<file path="src/rtl/alu_arbiter.sv">
// alu_arbiter: round-robin sharing of one fixed-latency 64-bit ALU among NREQ requesters,
// with in-order responses through a credit-protected FIFO. Optional macro: ALU_ARB_PRIO0_EN.
module alu_arbiter #(
    parameter  int unsigned NREQ      = 4,
    parameter  int unsigned ALU_LAT   = 2,
    parameter  int unsigned RSP_DEPTH = 4,
    localparam int unsigned IDW       = $clog2(NREQ)
) (
    input  logic                 clk,
    input  logic                 reset,
    input  logic [NREQ-1:0]      req_valid,
    output logic [NREQ-1:0]      req_ready,
    input  logic [4*NREQ-1:0]    req_op,
    input  logic [64*NREQ-1:0]   req_a,
    input  logic [64*NREQ-1:0]   req_b,
    output logic [3:0]           alu_op,
    output logic [63:0]          alu_a,
    output logic [63:0]          alu_b,
    input  logic [63:0]          alu_result,
    input  logic                 alu_zero,
    output logic                 rsp_valid,
    input  logic                 rsp_ready,
    output logic [IDW-1:0]       rsp_id,
    output logic [63:0]          rsp_result,
    output logic                 rsp_zero,
    output logic                 rsp_err
);

    localparam int unsigned PW     = (RSP_DEPTH > 1) ? $clog2(RSP_DEPTH) : 1;
    localparam int unsigned CW     = $clog2(RSP_DEPTH + 1);
    localparam logic [3:0]  OP_MAX = 4'hA;

    typedef struct packed {
        logic           vld;
        logic           err;
        logic [IDW-1:0] id;
    } tag_t;

    typedef struct packed {
        logic [IDW-1:0] id;
        logic [63:0]    result;
        logic           zero;
        logic           err;
    } rsp_t;

    logic [IDW-1:0]  rr_ptr;
    logic [CW-1:0]   credits_used;
    logic [CW-1:0]   count;
    logic [PW-1:0]   wr_ptr;
    logic [PW-1:0]   rd_ptr;
    tag_t            tags [ALU_LAT];
    rsp_t            fifo [RSP_DEPTH];

    logic [3:0]      op_arr_c [NREQ];
    logic [63:0]     a_arr_c  [NREQ];
    logic [63:0]     b_arr_c  [NREQ];
    logic [NREQ-1:0] rr_cand_c;
    logic [IDW-1:0]  scan_idx_c;
    logic [IDW-1:0]  grant_id_c;
    logic            grant_vld_c;
    logic            grant_prio_c;
    logic            credit_ok_c;
    logic            g_illegal_c;
    logic            push_c;
    logic            pop_c;
    rsp_t            push_data_c;
    rsp_t            head_c;

    // Unpack the flat request buses into per-requester views
    always_comb begin
        for (int unsigned i = 0; i < NREQ; i++) begin
            op_arr_c[i] = req_op[4*i +: 4];
            a_arr_c[i]  = req_a[64*i +: 64];
            b_arr_c[i]  = req_b[64*i +: 64];
        end
    end

    // Round-robin search from rr_ptr; requester 0 may be pulled out for strict priority
    always_comb begin
        credit_ok_c  = (credits_used < CW'(RSP_DEPTH));
        rr_cand_c    = req_valid;
        scan_idx_c   = '0;
        grant_vld_c  = 1'b0;
        grant_id_c   = '0;
        grant_prio_c = 1'b0;
        req_ready    = '0;
`ifdef ALU_ARB_PRIO0_EN
        rr_cand_c[0] = 1'b0;
`endif
        for (int unsigned k = 0; k < NREQ; k++) begin
            scan_idx_c = IDW'((32'(rr_ptr) + k) % NREQ);
            if (!grant_vld_c && rr_cand_c[scan_idx_c]) begin
                grant_vld_c = 1'b1;
                grant_id_c  = scan_idx_c;
            end
        end
`ifdef ALU_ARB_PRIO0_EN
        if (req_valid[0]) begin
            grant_vld_c  = 1'b1;
            grant_id_c   = '0;
            grant_prio_c = 1'b1;
        end
`endif
        if (!credit_ok_c || reset) begin
            grant_vld_c = 1'b0;
        end
        if (grant_vld_c) begin
            req_ready[grant_id_c] = 1'b1;
        end
    end

    assign g_illegal_c = (op_arr_c[grant_id_c] > OP_MAX);

    // Pointer rotation and ALU operand register; illegal ops leave the ALU bus untouched
    always_ff @(posedge clk or posedge reset) begin
        if (reset) begin
            rr_ptr <= '0;
            alu_op <= '0;
            alu_a  <= '0;
            alu_b  <= '0;
        end else if (grant_vld_c) begin
            if (!grant_prio_c) begin
                rr_ptr <= (grant_id_c == IDW'(NREQ - 1)) ? '0 : IDW'(grant_id_c + 1'b1);
            end
            if (!g_illegal_c) begin
                alu_op <= op_arr_c[grant_id_c];
                alu_a  <= a_arr_c[grant_id_c];
                alu_b  <= b_arr_c[grant_id_c];
            end
        end
    end

    // Tag pipeline aligned with the ALU latency
    always_ff @(posedge clk or posedge reset) begin
        if (reset) begin
            for (int unsigned s = 0; s < ALU_LAT; s++) begin
                tags[s] <= '0;
            end
        end else begin
            tags[0] <= '{vld: grant_vld_c, err: g_illegal_c, id: grant_id_c};
            for (int unsigned s = 1; s < ALU_LAT; s++) begin
                tags[s] <= tags[s-1];
            end
        end
    end

    always_comb begin
        push_c             = tags[ALU_LAT-1].vld;
        push_data_c.id     = tags[ALU_LAT-1].id;
        push_data_c.err    = tags[ALU_LAT-1].err;
        push_data_c.result = tags[ALU_LAT-1].err ? 64'd0 : alu_result;
        push_data_c.zero   = tags[ALU_LAT-1].err ? 1'b1 : alu_zero;
        pop_c              = (count != '0) && rsp_ready;
    end

    function automatic logic [PW-1:0] ptr_inc(input logic [PW-1:0] p);
        return (p == PW'(RSP_DEPTH - 1)) ? '0 : PW'(p + 1'b1);
    endfunction

    // Response FIFO plus credit counter (in flight + queued)
    always_ff @(posedge clk or posedge reset) begin
        if (reset) begin
            wr_ptr       <= '0;
            rd_ptr       <= '0;
            count        <= '0;
            credits_used <= '0;
            for (int unsigned i = 0; i < RSP_DEPTH; i++) begin
                fifo[i] <= '0;
            end
        end else begin
            if (push_c) begin
                fifo[wr_ptr] <= push_data_c;
                wr_ptr       <= ptr_inc(wr_ptr);
            end
            if (pop_c) begin
                rd_ptr <= ptr_inc(rd_ptr);
            end
            case ({push_c, pop_c})
                2'b10:   count <= CW'(count + 1'b1);
                2'b01:   count <= CW'(count - 1'b1);
                default: count <= count;
            endcase
            case ({grant_vld_c, pop_c})
                2'b10:   credits_used <= CW'(credits_used + 1'b1);
                2'b01:   credits_used <= CW'(credits_used - 1'b1);
                default: credits_used <= credits_used;
            endcase
        end
    end

    assign head_c     = fifo[rd_ptr];
    assign rsp_valid  = (count != '0);
    assign rsp_id     = head_c.id;
    assign rsp_result = head_c.result;
    assign rsp_zero   = head_c.zero;
    assign rsp_err    = head_c.err;

endmodule
</file>
<file path="config.mk">
export PLATFORM = sky130hd
export DESIGN_NAME = alu_arbiter
export DESIGN_NICKNAME = d
export VERILOG_FILES = /design/src/rtl/alu_arbiter.sv
export SDC_FILE = /design/constraint.sdc
export NUM_CORES = 1
export LEC_CHECK = 0
export CORE_AREA = 2 2 311 313
export CTS_CLUSTER_SIZE = 20
export DETAILED_ROUTE_END_ITERATION = 6
export DIE_AREA = 0 0 313 315
export PLACE_DENSITY = 0.48
export RECOVER_POWER = 50
export SYNTH_ARGS = -nofsm -noshare
export SYNTH_HDL_FRONTEND = slang
export SYNTH_SLANG_ARGS = --single-unit
export TNS_END_PERCENT = 50
</file>
<file path="constraint.sdc">
create_clock -name clk -period 13.9 [get_ports clk]
set_clock_uncertainty 0.2 [all_clocks]
set_input_delay 2.78 -clock clk [delete_from_list [all_inputs] [get_ports clk]]
set_output_delay 2.78 -clock clk [all_outputs]
set_load 0.005 [all_outputs]
</file>
==> impl_results.md, run 1 <==
* Die ar. at 98600 µm²
* Nature of the critical path endpoint: output port
* Hpwl dp at 76.9 mm
* Final period util at 72.4%
* CTS clk-pin slew, worst paths at 60 ps
* Hold Crit Class: reg -> reg
* Peak supply drop at 0.000110 V
* Post-CTS Setup Bufs at 0
* Fmax at 0.0994 GHz
* Post-CTS Hold Buffers at 0
* Row cnt at 114
* H-tree depth at 2
* # nets final at 3584
* Final WL at 103 mm
* Final setup vio count at 0
* Core region area at 95700 µm²
* Clk buf depth at 3
* Die Ht at 315 µm
* P per Cell Area at 211 nW/µm²
* First-pass GRT wire length at 146 mm
* Failing checks: capacitance limit, slew limit
* Pre-antenna DRT Iters at 5
* Chip Width at 313 µm
* WHS at 129 ps
* Routed len/inst at 24.0 µm
* Placer congestion estimate at 0.892
* GRT Total Usage at 20.3%
* CTS tree: built
* Num ports at 805
* RSZ-0062 raised after global routing: false
* Largest net degree at the start of global routing at 164
* Sequential area share after synthesis at 49.5%
* Via density at 4.53
* CTS Sinks at 424
* Drt drc at 0
* Share of layout cells above drive strength 1 at 8.17%
* Syn Nets at 2881
* Crit path DAT at 7080 ps
* Tmin final at 10060 ps
* Slew HR at -178%
* CP Launch Type: primary input
* Starting Density at 22.4%
* Final hold viol count at 0
* Initial antenna violation count at 55
* Number of synthesized flops with an enable pin at 0
* Setup TNS at 0 ps
* Worst-path fanout max at 47
* Worst skew pair latency at 600 ps
* Syn. warnings at 0
* Number of synthesized register bits at 424
* Vias in the first global route at 19761
* Vias at 19505
* Root buffer cell: clkbuf_16
* Synth Flop Type: dfrtp_1
* Post-DRT Antenna Nets at 0
* Max-cap viol count at 11
* Post-Syn Area at 21400 µm²
* Leak at 13.9 nW
* Area Overhead vs Synth at 51.0%
* Slew @ Worst Pin at 4170 ps
* Status: complete, but fails checks
* Async set or reset register ratio after synthesis at 100%
* Port buffer count at 804
* Post-synth cell types at 41
* CP required at 10920 ps
* Mapped Cells at 2268
* Inserted Clock Buffers at 53
* Initial DRC count at 1256
* CP Class: in -> out
* Syn Area/Cell at 9.46 µm²
* PostCTS Resize Cnt at 0
* Total grt overflow at 0
* Final Slew Violations at 653
cell type report:
type,instances,area (µm²)
repair buffers,825,8230
fillers,10010,63300
clock buffers,81,1610
inverters,19,83.8
clock inverters,15,159
diodes,17,42.5
flip-flops and latches,424,10600
multi-input cells,1648,10000
well taps,1276,1600
synth_stat cells, drive strengths merged (2+ instances only):
library cell,instances,area (µm²)
inv,18,67.6
mux2,144,1620
xor2,4,35.0
a31oi,128,801
nand2b,67,419
nor2,6,38.8
mux2i,10,100
buf,29,185
mux4,68,1530
o21ai,266,1330
clkbuf,148,556
or3,2,12.5
nor3,3,26.3
nand3,8,40.0
and3,128,801
dfrtp,424,10600
ha,11,138
and2,6,37.5
fa,2,40.0
xnor2,2,17.5
nand2,780,2930
layer usage:
| layer | wire [µm] | global-route usage (%) | part of all wire [%] |
|---|---|---|---|
| met1 | 42000 | 25.2 | 41 |
| met4 | 3000 | 5.51 | 2.9 |
| met3 | 8130 | 5.80 | 7.9 |
| met2 | 50100 | 34.5 | 48 |
| met5 | 48 | 0 | 0.046 |
kinds of logic (layout without fill, tap and decap cells):
kind of cell | count (synthesis) | after routing | synth area share, %
multiplexers | 222 | 222 | 15.2
adder cells (fa/ha/maj) | 13 | 13 | 0.828
AND/OR/NAND/NOR | 1003 | 1003 | 20.2
other | 0 | 17 | 0
AO/OA/AOI/OAI | 404 | 404 | 10.3
XOR/XNOR | 6 | 6 | 0.245
flip-flops | 424 | 424 | 49.5
buffers and inverters | 196 | 940 | 3.79
per-stage QoR:
step           instance area (µm²)  setup WS, ps  power, mW  util [%]  cells
2_1_floorplan                21500          5200       3.86         -   2268
3_3_place_gp                 30600          5050       5.55      32.0   4192
3_5_place_dp                 30600          5110       5.59      32.0   4192
4_1_cts                      32400          5090       7.05      33.9   4288
5_1_grt                      32400          3580       7.36      33.8   4296
6_report                     32400          3840       6.84      33.8   4305
critical path, stage by stage:
cell and delay, ps:
clkdlybuf4s50_1 470, and2_1 200, and2_1 180, nor3_4 180, clkbuf_1 1660, buf_4 730
ha_1 250, and2_1 120, clkdlybuf4s50_1 500
layout by cell type (no fill, tap or decap), types with 2 or more instances in the layout:
cell type / Yosys / layout
mux2_1: 76 / 76
mux2i_1: 10 / 10
nor2_1: 5 / 5
clkinvlp_4: 0 / 3
buf_12: 0 / 4
clkdlybuf4s50_1: 0 / 644
mux4_2: 68 / 68
nand3_1: 8 / 8
nand2_1: 780 / 780
and3_1: 128 / 128
xnor2_1: 2 / 2
clkinv_2: 0 / 9
clkbuf_16: 0 / 54
fa_1: 2 / 2
nor3_1: 2 / 2
inv_1: 17 / 16
xor2_1: 4 / 4
a31oi_1: 128 / 128
dfrtp_4: 0 / 3
diode_2: 0 / 17
ha_1: 11 / 11
or3_1: 2 / 2
clkbuf_8: 0 / 16
mux2_2: 68 / 68
nand2b_1: 67 / 67
buf_4: 0 / 10
o21ai_0: 266 / 266
bufinv_16: 0 / 2
dfrtp_1: 424 / 421
and2_1: 6 / 6
dlygate4sd3_1: 0 / 160
clkbuf_1: 148 / 18
report_power, final:
part | leakage, nW | internal [mW] | switching (mW) | total, mW
Combinational | 7.87 | 1.64 | 1.56 | 3.20
Sequential | 5.17 | 1.84 | 0.394 | 2.23
Clock | 0.873 | 0.833 | 0.571 | 1.40
path summary, 6_finish.rpt:
path,from,to,slack (ps),cells past startpoint
max,req_valid[0],req_ready[3],3840,9
min,tags[5]$_DFF_PP0_,push_data_c[67]$_DFF_PP0_,130,0
max reg2reg,rr_ptr[1]$_DFFE_PP0P_,alu_b[33]$_DFFE_PP0P_,8030,9
min reg2reg,tags[5]$_DFF_PP0_,push_data_c[67]$_DFF_PP0_,130,0
max in group asynchronous,reset,alu_b[27]$_DFFE_PP0P_,6770,4
min in group asynchronous,reset,fifo[223]$_DFFE_PP0P_,4180,3
sequential cells by signal, indices dropped and copies added, names as in the netlist:
| name | count |
|---|---|
| rd_ptr | 2 |
| rr_ptr | 2 |
| wr_ptr | 2 |
| alu_a | 64 |
| tags | 4 |
| credits_used | 3 |
| count | 3 |
| push_data_c | 3 |
| alu_b | 64 |
| alu_op | 4 |
| push_c | 1 |
| fifo | 272 |
(Power assumes the default switching activity.)
==> inputs of run 2 (changes only) <==
--- a/config.mk
+++ b/config.mk
@@ -5,11 +5,11 @@
 export SDC_FILE = /design/constraint.sdc
 export NUM_CORES = 1
 export LEC_CHECK = 0
-export CORE_AREA = 2 2 311 313
+export CORE_AREA = 2 2 315 317
 export CTS_CLUSTER_SIZE = 20
 export DETAILED_ROUTE_END_ITERATION = 6
-export DIE_AREA = 0 0 313 315
-export PLACE_DENSITY = 0.48
+export DIE_AREA = 0 0 317 319
+export PLACE_DENSITY = 0.46
 export RECOVER_POWER = 50
 export SYNTH_ARGS = -nofsm -noshare
 export SYNTH_HDL_FRONTEND = slang
==> constraint.sdc (replaced) <==
create_clock -name clk -period 9.8 [get_ports clk]
set_clock_uncertainty 0.2 [all_clocks]
set_input_delay 1.96 -clock clk [delete_from_list [all_inputs] [get_ports clk]]
set_output_delay 1.96 -clock clk [all_outputs]
set_load 0.005 [all_outputs]
==> run 2 against run 1 <==
Net effect: the flow still finishes with violations (capacitance limit, slew limit); sequential cell count is the same; total power grew 44%; register-to-register slack lost 3800 ps; first-iteration DRC count is 17% lower.
==> impl_results.md, run 2 (same netlist as run 1, synthesis figures left out) <==
* Status: complete, but fails checks
* Failing checks: capacitance limit, slew limit
* H-tree depth at 2 (unchanged)
* Post-DRT Antenna Nets at 0 (unchanged)
* Biggest register: fifo
* Final Slew Violations at 742 (+14%)
* Final period util at 75.2%
* Clk buf depth at 3 (unchanged)
* CTS Sinks at 424 (unchanged)
* R2r endpoint: fifo[196]$_DFFE_PP0P_
* CTS tree: built
* RSZ-0062 raised after global routing: false
* CTS clk-pin slew, worst paths at 60 ps (about the same)
* Die ar. at 101000 µm² (+2.6%)
* CP endpoint: req_ready[2]
* Area Overhead vs Synth at 50.7%
* Max-cap viol count at 9 (-2)
* Crit path DAT at 5200 ps (-1880 ps)
* Hold Crit Class: reg -> reg
* Peak supply drop at 0.000138 V (+25%)
* Post-CTS Hold Buffers at 0 (unchanged)
* Drt drc at 0 (unchanged)
* Slew HR at -185% (-6.6 points)
* WHS at 145 ps (+15.5 ps)
* Reg2Reg Depth at 5 (-4)
* Pre-antenna DRT Iters at 4 (-1)
* Worst-path fanout max at 56 (+19%)
* Multi-input gate area at 10000 µm² (-0.11%)
* GRT Total Usage at 20.0% (-0.30 points)
* Setup TNS at 0 ps (unchanged)
* First-pass GRT wire length at 146 mm (+0.61%)
* Chip Width at 317 µm (+1.3%)
* Placer congestion estimate at 0.908 (+1.7%)
* CP Class: in -> out
* Flip-flop and latch area at 10600 µm² (unchanged)
* Nature of the critical path endpoint: output port
* Largest net degree at the start of global routing at 144 (-12%)
* Root buffer cell: clkbuf_16
* Inserted Clock Buffers at 53 (unchanged)
* Worst Setup SP: req_valid[0]
* Die Ht at 319 µm (+1.3%)
* Slew @ Worst Pin at 4270 ps (+99.2 ps)
* Total grt overflow at 0 (unchanged)
* Share of layout cells above drive strength 1 at 7.85% (-0.32 points)
* Final WL at 103 mm (about the same)
* Row cnt at 115 (+0.88%)
* Max reg flops at 272 (unchanged)
* Final hold viol count at 0 (unchanged)
* Worst skew pair latency at 600 ps (about the same)
* Routed len/inst at 24.0 µm (-0.15%)
* Non-Filler Instances at 4314 (+0.21%)
* Final setup vio count at 0 (unchanged)
* Vias in the first global route at 20051 (+1.5%)
* PostCTS Resize Cnt at 0 (unchanged)
* Port buffer count at 804 (unchanged)
* Fmax at 0.136 GHz
* Largest registers: fifo: 272 flops, alu_a: 64 flops, alu_b: 64 flops
* # nets final at 3583 (-0.028%)
* Tmin final at 7360 ps
* Vias at 19321 (-0.94%)
* P per Cell Area at 304 nW/µm² (+44%)
* Commonest non-fill, non-tap cells in the layout: 780 x nand2_1, 778 x clkdlybuf4s50_1, 421 x dfrtp_1
* Num ports at 805 (unchanged)
* Commonest non-fill, non-tap cell in the layout: nand2_1
* CP Launch Type: primary input
* Setup slack, reg-to-reg at 4210 ps (-3820 ps)
* Inst Count DP at 4202 (+0.24%)
* Core region area at 97700 µm² (+2.1%)
* CP required at 7640 ps (-3280 ps)
* Starting Density at 22.0% (-0.46 points)
* Initial DRC count at 1044 (-17%)
* R2r startpoint: wr_ptr[1]$_DFFE_PP0P_
* Post-CTS Setup Bufs at 0 (unchanged)
* Hpwl dp at 76.3 mm (-0.89%)
* Via density at 4.48 (-1.2%)
* Initial antenna violation count at 51 (-7.3%)
* Final core occ at 33.1% (-0.74 points)
* Leak at 13.8 nW (-0.55%)
* Filler cell count in the final layout at 10214 (+2.0%)
run 2: worst max-delay path: stages:
cell and delay [ps]:
clkdlybuf4s50_1 460, and2_1 180, and2_1 150, nor3_1 960, inv_4 530, ha_1 390
and2_1 130, clkdlybuf4s50_1 440
run 2: report_power, final:
part	switching, mW	total (mW)	internal [mW]
combinational	2.25	4.68	2.42
clock	0.813	2.00	1.19
sequential	0.542	3.15	2.61
run 2: layer usage:
metal	global-route usage, %	share of wire (%)
met1	23.7	40
met5	0	0.089
met4	6.08	2.4
met2	34.2	50
met3	6.62	8.3
run 2: metrics by stage:
step	area, µm²	worst slack [ps]	power [mW]
3_3_place_gp	30600	2720	7.92
4_1_cts	32400	2720	10.0
6_report	32300	2440	9.83
3_5_place_dp	30600	2730	7.95
2_1_floorplan	21500	1920	5.48
5_1_grt	32300	2150	10.6
run 2: worst min path at each step:
stage                                 start                   endpoint  slack [ps]  cells past startpoint
after floorplan           tags[7]$_DFF_PP0_           push_c$_DFF_PP0_         130                      0
after global placement    tags[5]$_DFF_PP0_  push_data_c[67]$_DFF_PP0_         130                      0
after detailed placement  tags[5]$_DFF_PP0_  push_data_c[67]$_DFF_PP0_         130                      0
after CTS                 tags[7]$_DFF_PP0_           push_c$_DFF_PP0_         150                      0
after global routing      tags[5]$_DFF_PP0_  push_data_c[67]$_DFF_PP0_         150                      0
final                     tags[7]$_DFF_PP0_           push_c$_DFF_PP0_         140                      0
run 2: layout make-up:
cell class | instances | area share [%]
timing repair buffer | 824 | 25.3
tap | 1287 | 4.98
antenna | 20 | 0.155
sequential | 424 | 32.9
clock inverter | 12 | 0.608
clock buffer | 80 | 4.79
inverter | 19 | 0.255
multi-input combinational | 1648 | 31.0
